## config.mk

```make
export PLATFORM = sky130hd
export DESIGN_NAME = ps2_key_event_fifo_flat
export DESIGN_NICKNAME = d
export VERILOG_FILES = /design/src/rtl/ps2_key_event_fifo_pkg.sv /design/src/rtl/ps2_key_event_fifo_if.sv /design/src/rtl/ps2_key_event_fifo_fifo_sync.sv /design/src/rtl/ps2_key_event_fifo.sv /design/src/flat_wrapper.sv
export SDC_FILE = /design/constraint.sdc
export NUM_CORES = 1
export LEC_CHECK = 0
export BUFFER_PORTS_ARGS = -buffer_cell sky130_fd_sc_hd__buf_2
export CAP_MARGIN = 10
export CORE_ASPECT_RATIO = 0.75
export CORE_MARGIN = 2
export CORE_UTILIZATION = 40
export CTS_CLUSTER_DIAMETER = 30
export DETAILED_ROUTE_END_ITERATION = 16
export PLACE_DENSITY_LB_ADDON = 0.1
export SLEW_MARGIN = 15
export SYNTH_ARGS = -nofsm -noshare
export SYNTH_HDL_FRONTEND = slang
export SYNTH_SLANG_ARGS = --single-unit
```

## constraint.sdc

```tcl
create_clock -name clk -period 2.19 [get_ports clk]
set_input_delay 0 -clock clk [delete_from_list [all_inputs] [get_ports clk]]
set_output_delay 0 -clock clk [all_outputs]
set_load 0.1 [all_outputs]
```

## src/rtl/ps2_key_event_fifo_pkg.sv

```systemverilog
// Shared constants and types for the PS/2 key-event path: prefix bytes,
// event word layout and the prefix-tracking state type.
package ps2_key_event_fifo_pkg;

    localparam int WORD_SIZE = 16;

    localparam logic [7:0] PS2_PFX_EXT = 8'hE0;
    localparam logic [7:0] PS2_PFX_REL = 8'hF0;

    localparam int KEY_EV_EXT_BIT = 8;
    localparam int KEY_EV_REL_BIT = 9;

    typedef enum logic [1:0] {
        PFX_IDLE   = 2'd0,
        PFX_EXT    = 2'd1,
        PFX_REL    = 2'd2,
        PFX_EXTREL = 2'd3
    } ps2_pfx_state_t;

    // Packs a scancode and its prefix flags into one event word, upper bits zero.
    function automatic logic [WORD_SIZE-1:0] make_key_event(input logic ext,
                                                            input logic rel,
                                                            input logic [7:0] code);
        logic [WORD_SIZE-1:0] word;
        word                 = '0;
        word[7:0]            = code;
        word[KEY_EV_EXT_BIT] = ext;
        word[KEY_EV_REL_BIT] = rel;
        return word;
    endfunction

endpackage

```

## src/rtl/ps2_key_event_fifo_if.sv

```systemverilog
// Bus between the PS/2 byte source / IO reader and the key-event FIFO.
// The master side drives bytes and read requests; the slave side is the FIFO.
interface ps2_key_event_fifo_if
    import ps2_key_event_fifo_pkg::*;
#(
    parameter int DEPTH = 16
);

    logic                   byte_valid;
    logic [7:0]             byte_data;
    logic                   rd_req;
    logic                   clr_overflow;
    logic [WORD_SIZE-1:0]   rd_data;
    logic                   rd_valid;
    logic                   full;
    logic [$clog2(DEPTH):0] count;
    logic                   overflow;

    modport master (
        output byte_valid, byte_data, rd_req, clr_overflow,
        input  rd_data, rd_valid, full, count, overflow
    );

    modport slave (
        input  byte_valid, byte_data, rd_req, clr_overflow,
        output rd_data, rd_valid, full, count, overflow
    );

endinterface

```

## src/rtl/ps2_key_event_fifo_fifo_sync.sv

```systemverilog
// Generic synchronous FIFO with first-word-fall-through head output.
// A push while full is still accepted when a pop frees a slot in the same cycle.
module fifo_sync #(
    parameter int WIDTH = 16,
    parameter int DEPTH = 16
) (
    input  logic                   clk,
    input  logic                   rst,
    input  logic                   push,
    input  logic [WIDTH-1:0]       push_data,
    input  logic                   pop,
    output logic [WIDTH-1:0]       head_data,
    output logic                   full,
    output logic                   empty,
    output logic                   dropped,
    output logic [$clog2(DEPTH):0] count
);

    localparam int AW = $clog2(DEPTH);

    logic [WIDTH-1:0] mem [DEPTH];
    logic [AW:0]      wr_ptr;
    logic [AW:0]      rd_ptr;
    logic             do_pop;
    logic             do_push;

    assign empty     = (wr_ptr == rd_ptr);
    assign full      = (wr_ptr[AW] != rd_ptr[AW]) && (wr_ptr[AW-1:0] == rd_ptr[AW-1:0]);
    assign do_pop    = pop && !empty;
    assign do_push   = push && (!full || do_pop);
    assign dropped   = push && !do_push;
    assign count     = wr_ptr - rd_ptr;
    assign head_data = empty ? '0 : mem[rd_ptr[AW-1:0]];

    // Pointers advance on accepted push/pop and wrap through the extra MSB.
    always_ff @(posedge clk) begin
        if (rst) begin
            wr_ptr <= '0;
            rd_ptr <= '0;
        end else begin
            if (do_push) wr_ptr <= wr_ptr + 1'b1;
            if (do_pop)  rd_ptr <= rd_ptr + 1'b1;
        end
    end

    // Storage is written at the tail slot; contents need no reset.
    always_ff @(posedge clk) begin
        if (do_push) mem[wr_ptr[AW-1:0]] <= push_data;
    end

endmodule

```

## src/rtl/ps2_key_event_fifo.sv

```systemverilog
// Folds PS/2 E0/F0 prefixes into single key-event words and buffers them
// in a small FIFO that the IO side drains one event per read request.
module ps2_key_event_fifo
    import ps2_key_event_fifo_pkg::*;
#(
    parameter int DEPTH          = 16,
    parameter int PREFIX_TIMEOUT = 50000
) (
    input logic                 clk,
    input logic                 rst,
    ps2_key_event_fifo_if.slave bus
);

    localparam int TW = $clog2(PREFIX_TIMEOUT + 1);

    ps2_pfx_state_t       state;
    ps2_pfx_state_t       state_next;
    logic [TW-1:0]        timer;
    logic                 timed_out;
    logic                 emit;
    logic                 emit_ext;
    logic                 emit_rel;
    logic [WORD_SIZE-1:0] emit_word;
    logic                 fifo_empty;
    logic                 fifo_dropped;

    assign timed_out = (state != PFX_IDLE) && !bus.byte_valid &&
                       (timer == TW'(PREFIX_TIMEOUT - 1));
    assign emit_word = make_key_event(emit_ext, emit_rel, bus.byte_data);

    // Prefix decoding: prefixes only move the state, any other byte emits an event.
    always_comb begin
        state_next = state;
        emit       = 1'b0;
        emit_ext   = 1'b0;
        emit_rel   = 1'b0;
        if (bus.byte_valid) begin
            case (state)
                PFX_IDLE: begin
                    if (bus.byte_data == PS2_PFX_EXT)      state_next = PFX_EXT;
                    else if (bus.byte_data == PS2_PFX_REL) state_next = PFX_REL;
                    else                                   emit = 1'b1;
                end
                PFX_EXT: begin
                    if (bus.byte_data == PS2_PFX_REL) state_next = PFX_EXTREL;
                    else if (bus.byte_data != PS2_PFX_EXT) begin
                        emit       = 1'b1;
                        emit_ext   = 1'b1;
                        state_next = PFX_IDLE;
                    end
                end
                PFX_REL: begin
                    if (bus.byte_data == PS2_PFX_EXT) state_next = PFX_EXTREL;
                    else if (bus.byte_data != PS2_PFX_REL) begin
                        emit       = 1'b1;
                        emit_rel   = 1'b1;
                        state_next = PFX_IDLE;
                    end
                end
                PFX_EXTREL: begin
                    if (bus.byte_data != PS2_PFX_EXT && bus.byte_data != PS2_PFX_REL) begin
                        emit       = 1'b1;
                        emit_ext   = 1'b1;
                        emit_rel   = 1'b1;
                        state_next = PFX_IDLE;
                    end
                end
            endcase
        end else if (timed_out) begin
            state_next = PFX_IDLE;
        end
    end

    // Prefix state register; a stale prefix is abandoned after the timeout.
    always_ff @(posedge clk) begin
        if (rst) state <= PFX_IDLE;
        else     state <= state_next;
    end

    // Timeout counter only runs while a prefix waits for its next byte.
    always_ff @(posedge clk) begin
        if (rst || bus.byte_valid || state == PFX_IDLE || timed_out) timer <= '0;
        else                                                        timer <= timer + 1'b1;
    end

    // Sticky overflow: a dropped event beats a simultaneous clear.
    always_ff @(posedge clk) begin
        if (rst)                   bus.overflow <= 1'b0;
        else if (fifo_dropped)     bus.overflow <= 1'b1;
        else if (bus.clr_overflow) bus.overflow <= 1'b0;
    end

    fifo_sync #(
        .WIDTH (WORD_SIZE),
        .DEPTH (DEPTH)
    ) u_fifo (
        .clk       (clk),
        .rst       (rst),
        .push      (emit),
        .push_data (emit_word),
        .pop       (bus.rd_req),
        .head_data (bus.rd_data),
        .full      (bus.full),
        .empty     (fifo_empty),
        .dropped   (fifo_dropped),
        .count     (bus.count)
    );

    assign bus.rd_valid = !fifo_empty;

endmodule

```

## src/flat_wrapper.sv

```systemverilog
// flat-port wrapper written by rule: the top's interface ports become plain ports
module ps2_key_event_fifo_flat import ps2_key_event_fifo_pkg::*;
#(
    parameter int DEPTH          = 16,
    parameter int PREFIX_TIMEOUT = 50000
)
  (clk, rst, bus_byte_valid, bus_byte_data, bus_rd_req, bus_clr_overflow, bus_rd_data, bus_rd_valid, bus_full, bus_count, bus_overflow);
  ps2_key_event_fifo_if #(.DEPTH(DEPTH)) bus_i ();
  input logic clk;
  input logic rst;
  input wire logic [$bits(bus_i.byte_valid)-1:0] bus_byte_valid;
  input wire logic [$bits(bus_i.byte_data)-1:0] bus_byte_data;
  input wire logic [$bits(bus_i.rd_req)-1:0] bus_rd_req;
  input wire logic [$bits(bus_i.clr_overflow)-1:0] bus_clr_overflow;
  output wire logic [$bits(bus_i.rd_data)-1:0] bus_rd_data;
  output wire logic [$bits(bus_i.rd_valid)-1:0] bus_rd_valid;
  output wire logic [$bits(bus_i.full)-1:0] bus_full;
  output wire logic [$bits(bus_i.count)-1:0] bus_count;
  output wire logic [$bits(bus_i.overflow)-1:0] bus_overflow;
  assign bus_i.byte_valid = bus_byte_valid;
  assign bus_i.byte_data = bus_byte_data;
  assign bus_i.rd_req = bus_rd_req;
  assign bus_i.clr_overflow = bus_clr_overflow;
  assign bus_rd_data = bus_i.rd_data;
  assign bus_rd_valid = bus_i.rd_valid;
  assign bus_full = bus_i.full;
  assign bus_count = bus_i.count;
  assign bus_overflow = bus_i.overflow;
  ps2_key_event_fifo #(.DEPTH(DEPTH), .PREFIX_TIMEOUT(PREFIX_TIMEOUT)) u_core (.clk(clk), .rst(rst), .bus(bus_i));
endmodule
```

# [Yosys cells after proc, flatten, opt, wreduce, memory -nomap -nowiden]
# Memories as Yosys holds them, arrays and structs flattened. A register that Yosys moved wholly into a read port is not among the register bits.
# Index checks and enable logic that the tools add are counted.
[classes] n_addsub=4 n_reduce_logical=20 muxes=30 eq_ne=15
[op_table] operator="two-way mux 2 bit" n=9
[op_table] operator="adder 16 x 1 -> 16 bit, second input constant" n=1
[op_table] operator="equality test 16 bit, second input constant" n=1
[op_table] operator="equality test 8 bit, second input constant" n=2
[op_table] operator="two-way mux 16 bit" n=1
[op_table] operator="inequality test 8 bit, second input constant" n=2
[op_table] operator="two-way mux 1 bit" n=14
[op_table] operator="inequality test 4 x 2 -> 1 bit, second input constant" n=3
[op_table] operator="adder 5 x 1 -> 5 bit, second input constant" n=2
[op_table] operator="two-way mux 4 bit" n=2
[op_table] operator="one-hot mux 2 bit (4 select lines)" n=1
[op_table] operator="logical AND 1 bit" n=7
[op_table] operator="nonzero test 2 bit" n=3
[op_table] operator="equality test 5 bit" n=1
[op_table] operator="AND reduction 5 bit" n=1
[op_table] operator="subtractor 5 bit" n=1
[op_table] operator="equality test 2 bit, second input constant" n=2
[op_table] operator="equality test 4 bit" n=1
[op_table] operator="logical NOT 1 bit" n=4
[op_table] operator="logical OR 1 bit" n=4
[op_table] operator="one-hot mux 1 bit (2 select lines)" n=2
[op_table] operator="one-hot mux 1 bit (4 select lines)" n=1
[op_table] operator="inequality test 3 x 2 -> 1 bit, second input constant" n=1
[op_table] operator="equality test 2 x 1 -> 1 bit, second input constant" n=1
[op_table] operator="2 further kinds" n=2
[word_totals] mem_count=1 ram_bits=160 input_bits=13 out_inout_bits=24 word_cells=75 reg_bits=29
[memory_table] memory="u_core.u_fifo.mem" words=16 width=10 read_ports=1 rd_ports_with_merged_regs=1 write_ports=1 line_no="ps2_key_event_fifo_fifo_sync.sv:21" source="logic [WIDTH-1:0] mem [DEPTH];"

# [Depth between registers and ports, before layout]
# Gate-level depths: netlist (run 1).
[logic_depth] depth_word=9 ltp_mapped=8 ltp_nobuf=7

# [Hierarchy]
# From an unflattened synthesis (run 1), not the netlist that was laid out.
[hier_totals] hier_cells=594 area_unflattened_um2=11451.0
[modules_own_cells] module="fifo_sync" cells_per_inst=493 area_each_um2=10570.1 instances=1
[modules_own_cells] module="ps2_key_event_fifo" cells_per_inst=101 area_each_um2=880.8 instances=1

# [Worst setup path before layout (run 1)]
# No wires, ideal clock.
[synth_timing] path_kind="register -> output" start="register u_core.u_fifo.wr_ptr[0]" end="output bus_rd_data[0]" path_slack_ns=-1.062 t_arrival_ns=3.252 path_stages_with_launch=9 t_required_ns=2.190 path_cell_list="dfxtp_1 -> inv_1 -> ha_1 -> nand4_2 -> or2_1 -> buf_2 -> nand2b_1 -> buf_2 -> o22ai_1"
[synth_between] elab_chain_cells=2
[synth_lines] item="start: declaration" line_no="ps2_key_event_fifo_fifo_sync.sv:22" source="logic [AW:0] wr_ptr;"
[synth_lines] item="start signal: assignment" line_no="ps2_key_event_fifo_fifo_sync.sv:41" source="if (do_push) wr_ptr <= wr_ptr + 1'b1;"
[synth_lines] item="equality test 5 bit" line_no="ps2_key_event_fifo_fifo_sync.sv:27" source="assign empty = (wr_ptr == rd_ptr);"
[synth_lines] item="two-way mux 16 bit" line_no="ps2_key_event_fifo_fifo_sync.sv:33" source="assign head_data = empty ? '0 : mem[rd_ptr[AW-1:0]];"
[synth_lines] item="end: declaration" line_no="flat_wrapper.sv:15" source="output wire logic [$bits(bus_i.rd_data)-1:0] bus_rd_data;"
# Every way passes these cells.

==> flow_metrics.env, run 1 <==
export IMPL_fmax_mhz=459
export IMPL_initial_core_util=0.409
export IMPL_die_w_um=167
export IMPL_drc_errors=0
export IMPL_drt_first_pass_iters=4
export IMPL_clock_sinks=193
export IMPL_fin_util=0.532
export IMPL_synthArstFlopShare=0
export IMPL_routed_wl_mm=18.5
export IMPL_hp_start="bus_byte_data[4]"
export IMPL_finClkSkew_ps=9.67
export IMPL_cp_required_ps=2190
export IMPL_multi_input_area_um2=2760
export IMPL_slew_viol_final=0
export IMPL_fill_cells=1565
export IMPL_ys_seq_area_frac=0.689
export IMPL_grt_pass1_vias=4561
export IMPL_syn_area_per_cell_um2=17.2
export IMPL_synthSimpleGateAreaFrac=0.0729
export IMPL_fp_coreArea_um2=19400
export IMPL_globalRouteOverflowTotal=0
export IMPL_synth_edf_count=160
export IMPL_setup_viol=0
export IMPL_dp_hpwl_mm=12.6
export IMPL_min_path_cells=1
export IMPL_cts_root_buf="clkbuf_16"
export IMPL_rsz0062_at_grt="yes"
export IMPL_via_per_inst=5.36
export IMPL_insertion_delay_ps=430
export IMPL_worstPathMaxFanout=9
export IMPL_synth_fa_ha_area_frac=0.0183
export IMPL_period_needed_ps=2180
export IMPL_ys_warn_count=0
export IMPL_finalCritPeriodShare=0.995
export IMPL_grt_pass1_wl_mm=28.6
export IMPL_synth_ff_type="edfxtp_1"
export IMPL_dpl_instance_area_um2=9210
export IMPL_place_gp_congestion=0.736
export IMPL_antenna_diode_count=0
export IMPL_final_cells=835
export IMPL_p_per_area_nw_per_um2=923
export IMPL_grt_max_degree=31
export IMPL_synth_xor_area_frac=0.0264
export IMPL_ys_ff_latch=193
export IMPL_cts_tree="built"
export IMPL_crit_arrival_ps=2180
export IMPL_peakVddDrop_mv=0.691
export IMPL_vias=4475
export IMPL_netlist_top_cells_count="edfxtp_1 (160), mux4_2 (40), dfxtp_1 (33), nor2_1 (29), mux2i_1 (20)"
export IMPL_synth_area_um2=7930
export IMPL_power_w=0.00952
export IMPL_drtIter0Drc=388
export IMPL_postLayoutCellArea_um2=10300
export IMPL_r2r_start="u_core.u_fifo.rd_ptr[2]"
export IMPL_rr_worst_depth=7
export IMPL_max_clock_path_buffers=2
export IMPL_placedCellCount=782
export IMPL_yosys_cell_types_count=51
export IMPL_cap_violations=0
export IMPL_synthMuxAreaShare=0.139
export IMPL_endpoint_kind="output port"
export IMPL_ff_latch_area_um2=5480
export IMPL_synth_top_family_by_area="multiplexers"
export IMPL_grtUsageTotal=0.186
export IMPL_tns_ps=0
export IMPL_synth_area_leader_cell="edfxtp_1"
export IMPL_io_pin_count=37
export IMPL_antenna_found_initial=1
export IMPL_hold_class="in2reg"
export IMPL_die_h_um=126
export IMPL_power_leakage_nw=3.35
export IMPL_yosys_top_cells_area="edfxtp_1 (61%), mux4_2 (11%), dfxtp_1 (8.3%)"
export IMPL_path_clk_slew_ps=70
export IMPL_start_kind="flop"
export IMPL_netlist_area_leader_share=0.606
export IMPL_rows=44
export IMPL_worst_slew_pin_slew_ps=671
export IMPL_h_tree_depth=4
export IMPL_syn_inst=462
export IMPL_synth_most_common_cell="edfxtp_1"
export IMPL_die_area_um2=21000
export IMPL_cts_made_buffers=17
export IMPL_status="complete, no violations"
export IMPL_fin_nets=593
export IMPL_synth_compound_area_share=0.0325
export IMPL_criticalPathCategory="reg2out"
export IMPL_ant_nets=0
export IMPL_post_drt_wl_per_cell_um=22.2
export IMPL_layout_drive_gt1_share=0.405
export IMPL_port_buffers=30
export IMPL_area_delta_synth_final_pct=30.1
export IMPL_slew_headroom=0.553
export IMPL_hold_violations=0
## layout make-up
class                           instances  share of cell area
Sequential cell                       193               0.531
Multi-Input combinational cell        239               0.268
Timing Repair Buffer                  105               0.109
Clock buffer                           17              0.0412
Tap cell                              253              0.0307
Clock inverter                         15              0.0161
Inverter                               13             0.00473
## critical path, stage by stage, from the launching register on
cell and delay [ps]:
dfxtp_4 410, buf_12 160, mux4_2 510, mux2i_2 210, buf_4 170, o22ai_4 90
buf_12 180
## cell usage in the layout (no fill, tap or decap), drive strengths merged, types with 17 or more instances in the layout
| master | Yosys | final |
|---|---|---|
| clkbuf | 5 | 18 |
| dfxtp | 33 | 33 |
| xnor2 | 18 | 18 |
| nor2 | 30 | 30 |
| and3 | 17 | 17 |
| inv | 13 | 20 |
| mux2i | 20 | 20 |
| edfxtp | 160 | 160 |
| mux4 | 40 | 40 |
| buf | 18 | 98 |
## final timing paths
check | to | slack [ps]
max | bus_rd_data[2] | 10
min | u_core.u_fifo.mem[8][4] | 20
max reg2reg | u_core.u_fifo.mem[6][1] | 110
min reg2reg | u_core.timer[0] | 470
## logic make-up (layout without fill, tap and decap cells)
group / after synthesis / after routing
AOI/OAI and AO/OA: 38 / 38
xor gates and xnor gates: 23 / 23
adders and majority gates: 11 / 11
buffers and inverters: 36 / 150
DFF: 193 / 193
muxes: 60 / 60
other: 1 / 6
and+or+nand+nor: 100 / 101
## state kept, by name, summed over array words and instances (netlist names), named ones only
| signal | cells |
|---|---|
| u_core.u_fifo.mem | 160 |
| u_core.bus.overflow | 1 |
| u_core.u_fifo.rd_ptr | 5 |
| u_core.u_fifo.wr_ptr | 5 |
| u_core.state | 2 |
| u_core.timer | 16 |
## layer usage
metal	wire, um	vias up	GRT usage
met5	0	-	0
met4	226	0	0.0548
met3	776	15	0.0387
met2	8540	96	0.278
met1	8970	2339	0.277
li1	-	2025	-
## through the flow
step	hold WS (ps)	setup slack [ps]
6_report	17.2	11.8
2_1_floorplan	98.9	-1.71
3_5_place_dp	359	49.1
4_1_cts	7.16	-29.3
5_1_grt	31.0	-72.7
3_3_place_gp	342	53.0
## repair_timing
item                                   CTS  global route
cloned                                   3             1
setup endpoints to repair               11            27
endpoints found under the hold margin   30             0
hold buffers                             6             0
setup buffers                            6             6
pin swaps                                3             5
gates resized for setup                 32            24
## power by group
group	switching, W	total [W]	internal [W]	leakage [nW]
Combinational	0.00141	0.00241	0.00100	1.41
Sequential	0.0000353	0.00404	0.00401	1.66
Clock	0.00144	0.00306	0.00162	0.286
(Power assumes the default switching activity.)
==> run 2: changes to the inputs <==
--- a/config.mk
+++ b/config.mk
@@ -13,6 +13,7 @@
 export CTS_CLUSTER_DIAMETER = 30
 export DETAILED_ROUTE_END_ITERATION = 16
 export PLACE_DENSITY_LB_ADDON = 0.1
+export RECOVER_POWER = 25
 export SLEW_MARGIN = 15
 export SYNTH_ARGS = -nofsm -noshare
 export SYNTH_HDL_FRONTEND = slang
==> run 2 against run 1 <==
  * Sequential cell count stayed put
  * Utilization decreased by 0.14 points
  * Sequential share of layout area up 0.14 points
  * Hold slack improved by 120 ps
  * Register-to-register slack better by 20 ps
  * Critical endpoint unchanged
==> flow_metrics.env, run 2 (synthesis results as in run 1) <==
export IMPL_globalRouteOverflowTotal=0
export IMPL_final_cell_mix="edfxtp_1 (160), buf_4 (47), mux4_2 (40), nor2_1 (28)"
export IMPL_via_per_inst=5.36
export IMPL_path_cells="buf_12, mux4_2, mux2i_2, buf_4, o22ai_4, buf_12"
export IMPL_grtUsageTotal=0.186
export IMPL_endpoint_kind="output port"
export IMPL_multi_input_area_um2=2760
export IMPL_grt_pass1_vias=4561
export IMPL_r2r_slack_ps=130
export IMPL_hold_violations=0
export IMPL_area_delta_synth_final_pct=29.8
export IMPL_globalRouteMet3Util=0.0387
export IMPL_h_tree_depth=4
export IMPL_insertion_delay_ps=430
export IMPL_path_clk_slew_ps=70
export IMPL_fill_cells=1572
export IMPL_drtIter0Drc=382
export IMPL_p_per_area_nw_per_um2=924
export IMPL_port_buffers=30
export IMPL_r2r_start="u_core.u_fifo.rd_ptr[2]"
export IMPL_timing_hold_ws_ps=138
export IMPL_vias=4478
export IMPL_grt_met1_usage=0.277
export IMPL_initial_core_util=0.409
export IMPL_crit_arrival_ps=2170
export IMPL_rr_worst_depth=7
export IMPL_largest_reg_flops=160
export IMPL_slowest_delay_ps=510
export IMPL_rows=44
export IMPL_worst_slew_pin_slew_ps=918
export IMPL_slowest_stage="mux4_2"
export IMPL_cp_required_ps=2190
export IMPL_grt_most_used_layer="met2"
export IMPL_drt_first_pass_iters=4
export IMPL_layout_commonest_cell="edfxtp_1"
export IMPL_io_pin_count=37
export IMPL_ff_latch_area_um2=5480
export IMPL_routed_wl_mm=18.5
export IMPL_max_clock_path_buffers=2
export IMPL_drc_errors=0
export IMPL_slew_headroom=0.388
export IMPL_die_h_um=126
export IMPL_ant_nets=0
export IMPL_fp_coreArea_um2=19400
export IMPL_cpMostUsedCell="buf_12"
export IMPL_start_kind="flop"
export IMPL_clock_sinks=193
export IMPL_criticalPathCategory="reg2out"
export IMPL_grt_max_degree=31
export IMPL_layout_drive_gt1_share=0.387
export IMPL_die_w_um=167
export IMPL_cts_made_buffers=17
export IMPL_tns_ps=0
export IMPL_post_drt_wl_per_cell_um=22.1
export IMPL_dp_hpwl_mm=12.6
export IMPL_period_needed_ps=2170
export IMPL_place_gp_congestion=0.736
export IMPL_use_met2=0.278
export IMPL_antenna_diode_count=0
export IMPL_finClkSkew_ps=9.76
export IMPL_grt_pass1_wl_mm=28.6
export IMPL_power_w=0.00951
export IMPL_die_area_um2=21000
export IMPL_min_path_cells=2
export IMPL_worstPathMaxFanout=9
export IMPL_cap_violations=0
export IMPL_slew_viol_final=0
export IMPL_hold_class="in2reg"
export IMPL_fin_nets=593
export IMPL_power_leakage_nw=3.32
export IMPL_cts_tree="built"
export IMPL_status="complete, no violations"
export IMPL_cts_root_buf="clkbuf_16"
export IMPL_peakVddDrop_mv=0.691
export IMPL_reg2reg_to="u_core.u_fifo.mem[6][1]"
export IMPL_antenna_found_initial=1
export IMPL_hp_start="bus_byte_data[2]"
export IMPL_holdPathEnd="u_core.u_fifo.mem[12][2]"
export IMPL_rsz0062_at_grt="yes"
export IMPL_finalCritPeriodShare=0.992
export IMPL_setup_viol=0
export IMPL_fmax_mhz=460
run 2: cell types whose count changed in the layout (fill, tap and decap cells not counted):
cell	before	now
buf_2	18	12
buf_4	52	47
clkbuf_1	0	11
run 2: where the power goes:
group | total [W] | internal (W) | switching, W
logic | 0.00240 | 0.000995 | 0.00141
clock network | 0.00306 | 0.00162 | 0.00144
registers | 0.00404 | 0.00401 | 0.0000351
total | 0.00951 | 0.00662 | 0.00288
run 2: stage by stage:
step / worst slack (ps) / utilization / instance area, um2 / std cells
6_report: 18.0 / 0.531 / 10300 / 835
5_1_grt: -72.7 / 0.531 / 10300 / 835
4_1_cts: -29.3 / 0.525 / 10200 / 829
3_5_place_dp: 49.1 / 0.475 / 9210 / 782
3_3_place_gp: 53.0 / 0.475 / 9210 / 782
2_1_floorplan: -1.71 / - / 8140 / 467
run 2: worst max-delay path by stage:
stage	slack, ps	endpoint	cells after the start	start
4_1_cts	-30	bus_rd_data[2]	6	flop
6_report	20	bus_rd_data[2]	6	flop
5_1_grt	-70	bus_rd_data[2]	6	flop
2_1_floorplan	-2	bus_rd_data[8]	8	u_core.u_fifo.wr_ptr[0]
3_5_place_dp	50	u_core.u_fifo.mem[6][2]	7	u_core.u_fifo.rd_ptr[3]
3_3_place_gp	50	u_core.u_fifo.mem[6][7]	7	u_core.u_fifo.rd_ptr[3]
run 2: cell type report:
class,count,area share
clock buffer,17,0.0413
clock inverter,15,0.0162
inverter,13,0.00474
multi-input combinational,239,0.268
sequential,193,0.532
tap,253,0.0308
timing repair buffer,105,0.106
run 2: timing repair:
item | in CTS | in global routing
gates resized for setup | 32 | 24
gates cloned | 3 | 1
endpoints found under the setup margin | 11 | 27
pin swaps | 3 | 5
buffers inserted | 6 | 6
endpoints found under the hold margin | 30 | 0
hold buffers | 6 | 0
run 2: routing by layer:
metal | up-vias | routed length, um
met5 | - | 0
met4 | 0 | 226
met3 | 15 | 719
met2 | 100 | 8530
met1 | 2338 | 8990
li1 | 2025 | -
run 2: critical path: cells and delay by family, from the launching register on:
kind | cells | cell delay, ps
buffers and inverters | 3 | 510
DFF | 1 | 410
AOI/OAI and AO/OA | 1 | 90
muxes | 2 | 720
